--- src/rtl/sisc_fetch.sv ---
// -----------------------------------------------------------------------------
// sisc_fetch -- instruction fetch stage of the SISC processor.
//
// Owns the fetch pointer, issues word reads to instruction memory over a
// req/ack handshake and buffers returned words with their addresses in a
// small prefetch FIFO that the instruction register pops via ir_load.
// A branch redirect flushes the FIFO and discards any read still in flight.
//
// Ports:
//   clk, rst          clock; synchronous active-high reset
//   mem_req/mem_addr  read request and word address (held while mem_req=1)
//   mem_ack/mem_rdata memory response, meaningful only while mem_req=1
//   ir_load           consumer pop (ignored when instr_valid=0)
//   instr_valid       FIFO non-empty
//   instr_out/instr_pc FIFO head word and its address (hold when empty)
//   redirect/redirect_pc  branch taken, restart fetch at redirect_pc
//   fifo_count        number of buffered entries
// -----------------------------------------------------------------------------
module sisc_fetch #(
  parameter int unsigned       ADDR_W   = 16,
  parameter int unsigned       DATA_W   = 32,
  parameter int unsigned       DEPTH    = 2,
  parameter logic [ADDR_W-1:0] RESET_PC = '0
) (
  input  logic                     clk,
  input  logic                     rst,
  output logic                     mem_req,
  output logic [ADDR_W-1:0]        mem_addr,
  input  logic                     mem_ack,
  input  logic [DATA_W-1:0]        mem_rdata,
  input  logic                     ir_load,
  output logic                     instr_valid,
  output logic [DATA_W-1:0]        instr_out,
  output logic [ADDR_W-1:0]        instr_pc,
  input  logic                     redirect,
  input  logic [ADDR_W-1:0]        redirect_pc,
  output logic [$clog2(DEPTH):0]   fifo_count
);

  localparam int unsigned PTR_W = $clog2(DEPTH);
  localparam int unsigned CNT_W = PTR_W + 1;

  typedef enum logic [1:0] {
    IDLE,
    REQ,
    DRAIN
  } state_t;

  state_t            state;
  state_t            state_nx;
  logic [ADDR_W-1:0] fpc;
  logic [ADDR_W-1:0] fpc_nx;

  logic [DATA_W-1:0] data_mem [DEPTH];
  logic [ADDR_W-1:0] addr_mem [DEPTH];
  logic [PTR_W-1:0]  wr_ptr;
  logic [PTR_W-1:0]  rd_ptr;
  logic [PTR_W-1:0]  rd_ptr_nx;
  logic [PTR_W-1:0]  wr_ptr_nx;
  logic [CNT_W-1:0]  count_nx;

  logic              push;
  logic              pop;
  logic              space;
  logic              head_from_push;
  logic [DATA_W-1:0] head_data;
  logic [ADDR_W-1:0] head_pc;

  // ---------------------------------------------------------------------------
  // Next-state / FIFO bookkeeping
  // ---------------------------------------------------------------------------
  always_comb begin
    pop  = ir_load && instr_valid;
    push = (state == REQ) && mem_ack && !redirect;

    if (redirect) begin
      count_nx  = '0;
      rd_ptr_nx = '0;
      wr_ptr_nx = '0;
    end else begin
      count_nx  = fifo_count + CNT_W'(push) - CNT_W'(pop);
      rd_ptr_nx = rd_ptr + PTR_W'(pop);
      wr_ptr_nx = wr_ptr + PTR_W'(push);
    end

    // A new request is only launched when a slot is guaranteed after this
    // edge's push/pop, so the push path can never overflow.
    space = count_nx < CNT_W'(DEPTH);

    state_nx = state;
    fpc_nx   = fpc;

    if (redirect) begin
      fpc_nx = redirect_pc;
      // An unacked outstanding read must complete before the new fetch; an
      // acked one (or none) lets the new fetch start next cycle. The FIFO was
      // just flushed, so a slot is always available.
      if ((state != IDLE) && !mem_ack) begin
        state_nx = DRAIN;
      end else begin
        state_nx = REQ;
      end
    end else begin
      case (state)
        IDLE: begin
          if (space) begin
            state_nx = REQ;
          end
        end
        REQ: begin
          if (mem_ack) begin
            fpc_nx   = fpc + ADDR_W'(1);
            state_nx = space ? REQ : IDLE;
          end
        end
        DRAIN: begin
          if (mem_ack) begin
            state_nx = space ? REQ : IDLE;
          end
        end
        default: state_nx = IDLE;
      endcase
    end

    // Head registers are loaded with whatever entry sits at the head after
    // this edge; when the FIFO drains to empty and refills in the same edge
    // the head is the word being pushed, which is not yet in storage.
    head_from_push = push && (rd_ptr_nx == wr_ptr);
    head_data      = head_from_push ? mem_rdata : data_mem[rd_ptr_nx];
    head_pc        = head_from_push ? fpc       : addr_mem[rd_ptr_nx];
  end

  // ---------------------------------------------------------------------------
  // FIFO storage (no reset needed: pointers and count gate visibility)
  // ---------------------------------------------------------------------------
  always_ff @(posedge clk) begin
    if (push) begin
      data_mem[wr_ptr] <= mem_rdata;
      addr_mem[wr_ptr] <= fpc;
    end
  end

  // ---------------------------------------------------------------------------
  // Control state and registered outputs
  // ---------------------------------------------------------------------------
  always_ff @(posedge clk) begin
    if (rst) begin
      state       <= IDLE;
      fpc         <= RESET_PC;
      mem_req     <= 1'b0;
      mem_addr    <= RESET_PC;
      wr_ptr      <= '0;
      rd_ptr      <= '0;
      fifo_count  <= '0;
      instr_valid <= 1'b0;
      instr_out   <= '0;
      instr_pc    <= '0;
    end else begin
      state      <= state_nx;
      fpc        <= fpc_nx;
      mem_req    <= (state_nx != IDLE);
      // In DRAIN the address of the abandoned read stays on the bus until it
      // is acked; everywhere else the bus follows the fetch pointer.
      if (state_nx != DRAIN) begin
        mem_addr <= fpc_nx;
      end
      wr_ptr      <= wr_ptr_nx;
      rd_ptr      <= rd_ptr_nx;
      fifo_count  <= count_nx;
      instr_valid <= (count_nx != '0);
      if (count_nx != '0) begin
        instr_out <= head_data;
        instr_pc  <= head_pc;
      end
    end
  end

endmodule
--- config.mk ---
export PLATFORM = sky130hd
export DESIGN_NAME = sisc_fetch
export DESIGN_NICKNAME = d
export VERILOG_FILES = /design/src/rtl/sisc_fetch.sv
export SDC_FILE = /design/constraint.sdc
export NUM_CORES = 1
export LEC_CHECK = 0
export ABC_AREA = 1
export CAP_MARGIN = 20
export CELL_PAD_IN_SITES_DETAIL_PLACEMENT = 0
export CELL_PAD_IN_SITES_GLOBAL_PLACEMENT = 1
export CORE_ASPECT_RATIO = 2
export CORE_MARGIN = 3
export CORE_UTILIZATION = 44
export DETAILED_ROUTE_END_ITERATION = 8
export HOLD_SLACK_MARGIN = 0.12
export PLACE_DENSITY_LB_ADDON = 0.1
export REMOVE_ABC_BUFFERS = 1
export SLEW_MARGIN = 20
export SYNTH_ARGS = -nofsm -noshare
export SYNTH_HDL_FRONTEND = slang
export SYNTH_SLANG_ARGS = --single-unit
export TNS_END_PERCENT = 100
--- constraint.sdc ---
create_clock -name clk -period 7.5 [get_ports clk]
set_clock_uncertainty 0.15 [all_clocks]
set_input_delay 0.75 -clock clk [delete_from_list [all_inputs] [get_ports clk]]
set_output_delay 0.75 -clock clk [all_outputs]
set_load 0.01 [all_outputs]
# Word level (Yosys, flattened, before mapping)

Memories as Yosys holds them, arrays and structs flattened. A register that Yosys moved wholly into a read port is not among the register bits.
Cells that the tools add are included.

Add/subtract/negate cells: 5
$mul: 0
Divide/modulo/power cells: 0
Magnitude comparators: 1
Equal/unequal tests: 3
Shift operators: 0
Multiplexer cells: 13
Bitwise logic cells: 0
Reduce and logical (&&, ||, !) cells: 12

Operator list:

| operator                                       | number |
|---|---|
| 2-to-1 mux 16 bit                              | 3 |
| adder 16 x 1 -> 16 bit (second input constant) | 1 |
| 2-to-1 mux 2 bit                               | 5 |
| nonzero test 2 bit                             | 3 |
| logical AND 1 bit                              | 4 |
| 2-to-1 mux 1 bit                               | 4 |
| one-hot mux 2 bit (2 select lines)             | 1 |
| OR reduction 2 bit                             | 2 |
| adder 1 bit                                    | 2 |
| adder 2 x 1 -> 2 bit                           | 1 |
| == test 2 x 1 -> 1 bit (second input constant) | 1 |
| == test 2 bit (second input constant)          | 1 |
| zero test 1 bit                                | 2 |
| zero test 2 bit                                | 1 |
| < comparator 2 bit (second input constant)     | 1 |
| inequality test 2 bit (second input constant)  | 1 |
| subtractor 2 x 1 -> 2 bit                      | 1 |

Register bits: 40
Latch bits: 0
Bits in writable memories: 96
ROM bits: 0
Input port bits: 53
Output and inout port bits: 68
Logic and storage cells: 44
Memories: 2

Memories:

| memory   | words | bits a word | rd ports | clocked after Yosys merged registers in | write ports | RTL line | source |
|---|---|---|---|---|---|---|---|
| data_mem | 2     | 32          | 1        | 1                                       | 1           | 54       | `logic [DATA_W-1:0] data_mem [DEPTH];` |
| addr_mem | 2     | 16          | 1        | 1                                       | 1           | 55       | `logic [ADDR_W-1:0] addr_mem [DEPTH];` |

# Logic depth before layout (Yosys ltp)

Word-level depth: 12
Gate-level depth with buffers: 18

# Least setup slack after synthesis

OpenSTA, ideal clock, no wires.

Path kind: input to register
Start: input redirect
End: memory addr_mem[0][0], enable pin
Setup time: 0.411 ns
Arrival time: 2.418 ns
Path slack: 4.522 ns
Cell stages on the path: 3
Path through: buf_6 nor2_1 ha_1

Cells in the longest elaborated chain, start to end: 4

Ends and longest elaborated chain:

| item                                   | RTL line | source |
|---|---|---|
| from (decl)                            | 35       | `input logic redirect,` |
| zero test 1 bit                        | 74       | `push = (state == REQ) && mem_ack && !redirect;` |
| logical AND 1 bit                      | 74       |  |
| 2-to-1 mux 1 bit                       | 137      | `if (push) begin` |
| 2-to-1 mux 1 bit (not written as such) | 139      | `addr_mem[wr_ptr] <= fpc;` |
| to (decl)                              | 55       |  |

No other way between the ends.

# Worst setup path after layout

Start: input mem_ack
End: register instr_pc[12] (read register of addr_mem)

Cells in the longest elaborated chain, start to end: 6

Ends and longest elaborated chain:

| item                            | RTL line | source |
|---|---|---|
| from (decl)                     | 29       | `input logic mem_ack,` |
| logical AND 1 bit (2 in series) | 74       |  |
| adder 2 x 1 -> 2 bit            | 81       | `count_nx = fifo_count + CNT_W'(push) - CNT_W'(pop);` |
| subtractor 2 x 1 -> 2 bit       | 81       |  |
| 2-to-1 mux 2 bit                | 76       | `if (redirect) begin` |
| nonzero test 2 bit              | 171      | `if (count_nx != '0) begin` |
| to (decl)                       | 34       | `output logic [ADDR_W-1:0] instr_pc,` |

No other way between the ends.
A chain may end at the register's enable or synchronous reset.

==> impl_metrics.json <==
{
  "status": "complete, no violations",
  "criticalPathCategory": "in -> reg",
  "max_cap_violations": 0,
  "placed_area_um2": 8890,
  "synth-seq-cells": 184,
  "antenna_cells": 0,
  "synthCells": 769,
  "layout_min_cycle_time_ns": 3.64,
  "nets": 934,
  "place_congestion": 0.786,
  "cts_max_path_buffers": 2,
  "crit_path_end_kind": "flip-flop",
  "syn_to_final_growth_pct": 23.9,
  "grt_pass1_wl_um": 29000,
  "dp_hpwl_um": 11300,
  "placementRows": 67,
  "synth_area_um2": 7610,
  "cp.arrival_ns": 3.79,
  "finalHoldViolations": 0,
  "grt_pass1_vias": 5734,
  "initial_core_util": 0.452,
  "clk_pin_slew_ns": 0.06,
  "grt_max_degree": 92,
  "setup_violations": 0,
  "fin_area_um2": 9430,
  "post-route-period-util": 0.486,
  "endpoint": "instr_pc[12]$_SDFFE_PP0P_",
  "pre_cts_slack_ns": 3.39,
  "crit_fanout": 34,
  "vias": 5643,
  "ios": 121,
  "viasPerCell": 5.16,
  "startpoint": "mem_ack",
  "worst_pin_slew_ns": 1.02,
  "cts_sinks": 184,
  "drcViolationCount": 0,
  "crit_family": "buffers and inverters",
  "yosys.cell_types.count": 35,
  "cts_setup_buffers": 0,
  "cts_tree": "done",
  "ir_drop_uv": 150,
  "drt-total-wl_um": 17800,
  "cp_slowest_stage_delay_ns": 0.52,
  "dr.pass1.iters": 6,
  "cp.required_ns": 7.65,
  "p_leak_uw": 0.00373,
  "r2r_cells": 16,
  "portBuffers": 120,
  "max_freq_ghz": 0.274,
  "start_kind": "primary input",
  "chipHeight_um": 192,
  "slew_headroom": 0.320,
  "worst-path-stages": 15,
  "worstSkewPairLatency_ns": 0.43,
  "die_x_um": 99.0,
  "antenna_found_initial": 0,
  "fin_ws_ns": 3.86,
  "cp_slowest_cell": "clkdlybuf4s50_1",
  "drtAntennaViolNets": 0,
  "seq_area_frac_synth": 0.610,
  "crit_buf_inv": 5,
  "fp.coreArea_um2": 16800,
  "r2r-start": "state[1]$_SDFF_PP0_",
  "tns_ns": 0,
  "ys_warn_count": 0,
  "htreeDepth": 4,
  "cts_buffers": 17,
  "r2r-end": "instr_pc[12]$_SDFFE_PP0P_",
  "syn_avg_cell_area_um2": 9.89,
  "root_buffer": "clkbuf_16",
  "drive_gt1_frac": 0.0722,
  "drtIter0Drc": 224,
  "globalRouteOverflowTotal": 0,
  "crit_chain": "clkdlybuf4s50_1 -> nand2_2 -> nor2_1 -> inv_1 -> ha_1 -> inv_1 -> ha_1 -> nand3b_1 -> nand3_2 -> nor2_2 -> nor2_4 -> buf_4 -> inv_2 -> nand3_1 -> o21ai_0",
  "track_usage": 0.193,
  "final_util": 0.559,
  "reg2reg_setup_slack_ns": 4.14,
  "slew_violations": 0,
  "hold_class": "reg -> reg",
  "power.density_nw_per_um2": 226,
  "post_cts_resized": 0,
  "hold_buffers": 0,
  "die_area_um2": 19000,
  "wl_per_cell_um": 16.3,
  "rsz0062_at_grt": "false"
}
[worst register-to-register path: cells and delay by family, from the launching register on]
family	cells	cell delay, ns
AO/OA/AOI/OAI	1	0.10
adder cells (fa/ha/maj)	3	0.63
AND/OR/NAND/NOR	7	1.09
flip-flops	1	0.32
buffers and inverters	5	0.96
[synthesized netlist by cell type]
| library cell | count | area share |
|---|---|---|
| ha_1 | 8 | 0.013 |
| nor3_1 | 1 | 0.00066 |
| buf_2 | 11 | 0.0072 |
| xor2_2 | 1 | 0.0021 |
| nand4_1 | 38 | 0.031 |
| o22ai_1 | 42 | 0.035 |
| a22oi_1 | 1 | 0.00099 |
| o21ai_1 | 34 | 0.022 |
| buf_1 | 1 | 0.00049 |
| or2_2 | 3 | 0.0025 |
| xnor2_1 | 2 | 0.0023 |
| dfxtp_1 | 88 | 0.23 |
| inv_1 | 87 | 0.043 |
| xor2_1 | 2 | 0.0023 |
| mux2i_1 | 15 | 0.020 |
| buf_6 | 7 | 0.010 |
| nand3b_1 | 2 | 0.0020 |
| nand2_1 | 142 | 0.070 |
| nor2_1 | 51 | 0.025 |
| nor2_4 | 3 | 0.0044 |
| inv_2 | 4 | 0.0020 |
| nand2_2 | 4 | 0.0033 |
| buf_4 | 9 | 0.0089 |
| o21bai_1 | 2 | 0.0020 |
| a21oi_1 | 16 | 0.011 |
| nand2_4 | 2 | 0.0030 |
| a21o_1 | 1 | 0.00099 |
| edfxtp_1 | 96 | 0.38 |
| nand3_2 | 4 | 0.0053 |
| or2_0 | 1 | 0.00082 |
| nor2_2 | 4 | 0.0033 |
| clkbuf_1 | 14 | 0.0069 |
| o21ai_0 | 14 | 0.0092 |
| nand3_1 | 58 | 0.038 |
| inv_4 | 1 | 0.00082 |
[cell type report]
cell class                 instances  area [µm²]
tap                              207         259
clock inverter                    11        98.8
multi-input combinational        451        2370
sequential                       184        4640
timing repair buffer             127        1270
inverter                          92         348
clock buffer                      21         440
fill                            1489        7420
[sequential cells by signal (all words and copies together), names as in the netlist]
signal       cells
data_mem        64
addr_mem        32
instr_out       32
fpc             16
instr_pc        16
mem_addr        16
fifo_count       2
state            2
instr_valid      1
mem_req          1
rd_ptr           1
wr_ptr           1
[where the power goes]
part | internal, µW | switching (µW)
Clock | 458 | 372
Combinational | 89.6 | 99.3
Sequential | 1090 | 21.7
Total | 1640 | 494
[metrics by stage]
stage                     hold slack (ns)  std cells  power (µW)
after detailed placement            0.312       1061        1330
final                               0.322       1093        2130
after global routing                0.341       1093        2220
after CTS                           0.323       1093        2160
after global placement              0.307       1060        1320
after floorplan                     0.297        727        1220
[cells in the final DEF, fill, tap and decap left out, types with 14 or more instances in the layout]
cell / Yosys / final
nand4_1: 38 / 38
nand2_1: 142 / 142
o22ai_1: 42 / 42
edfxtp_1: 96 / 96
nor2_1: 51 / 51
inv_1: 87 / 87
o21ai_0: 14 / 14
a21oi_1: 16 / 16
nand3_1: 58 / 57
o21ai_1: 34 / 34
dfxtp_1: 88 / 88
clkbuf_16: 0 / 17
mux2i_1: 15 / 15
clkdlybuf4s50_1: 0 / 120
[logic make-up (layout without fill, tap and decap cells)]
group	after synthesis	in the layout	share of synthesized area
compound gates	110	110	0.0806
xor+xnor	5	5	0.00674
fa+ha+maj	8	8	0.0132
buf+inv	134	251	0.0796
flops	184	184	0.610
mux	15	15	0.0197
simple gates	313	313	0.190
[routing by layer]
| layer | up-vias | global-route usage | routed length, µm |
|---|---|---|---|
| met2 | 142 | 0.350 | 9440 |
| met4 | 0 | 0.0679 | 313 |
| met5 | - | 0 | 0 |
| met1 | 2644 | 0.225 | 7420 |
| li1 | 2833 | - | - |
| met3 | 24 | 0.0360 | 671 |
[worst min path at each step]
| stage | cells after the start | to | start |
|---|---|---|---|
| finish | 2 | instr_out[1]$_SDFFE_PP0P_ | instr_out[1]$_SDFFE_PP0P_ |
| global placement | 2 | instr_out[2]$_SDFFE_PP0P_ | instr_out[2]$_SDFFE_PP0P_ |
| global route | 2 | instr_out[26]$_SDFFE_PP0P_ | instr_out[26]$_SDFFE_PP0P_ |
| floorplan | 0 | addr_mem[0][12]$_DFFE_PP_ | fpc[12]$_SDFF_PP0_ |
| detailed placement | 2 | instr_out[13]$_SDFFE_PP0P_ | instr_out[13]$_SDFFE_PP0P_ |
| CTS | 2 | instr_out[13]$_SDFFE_PP0P_ | instr_out[13]$_SDFFE_PP0P_ |
(Power assumes the default switching activity.)
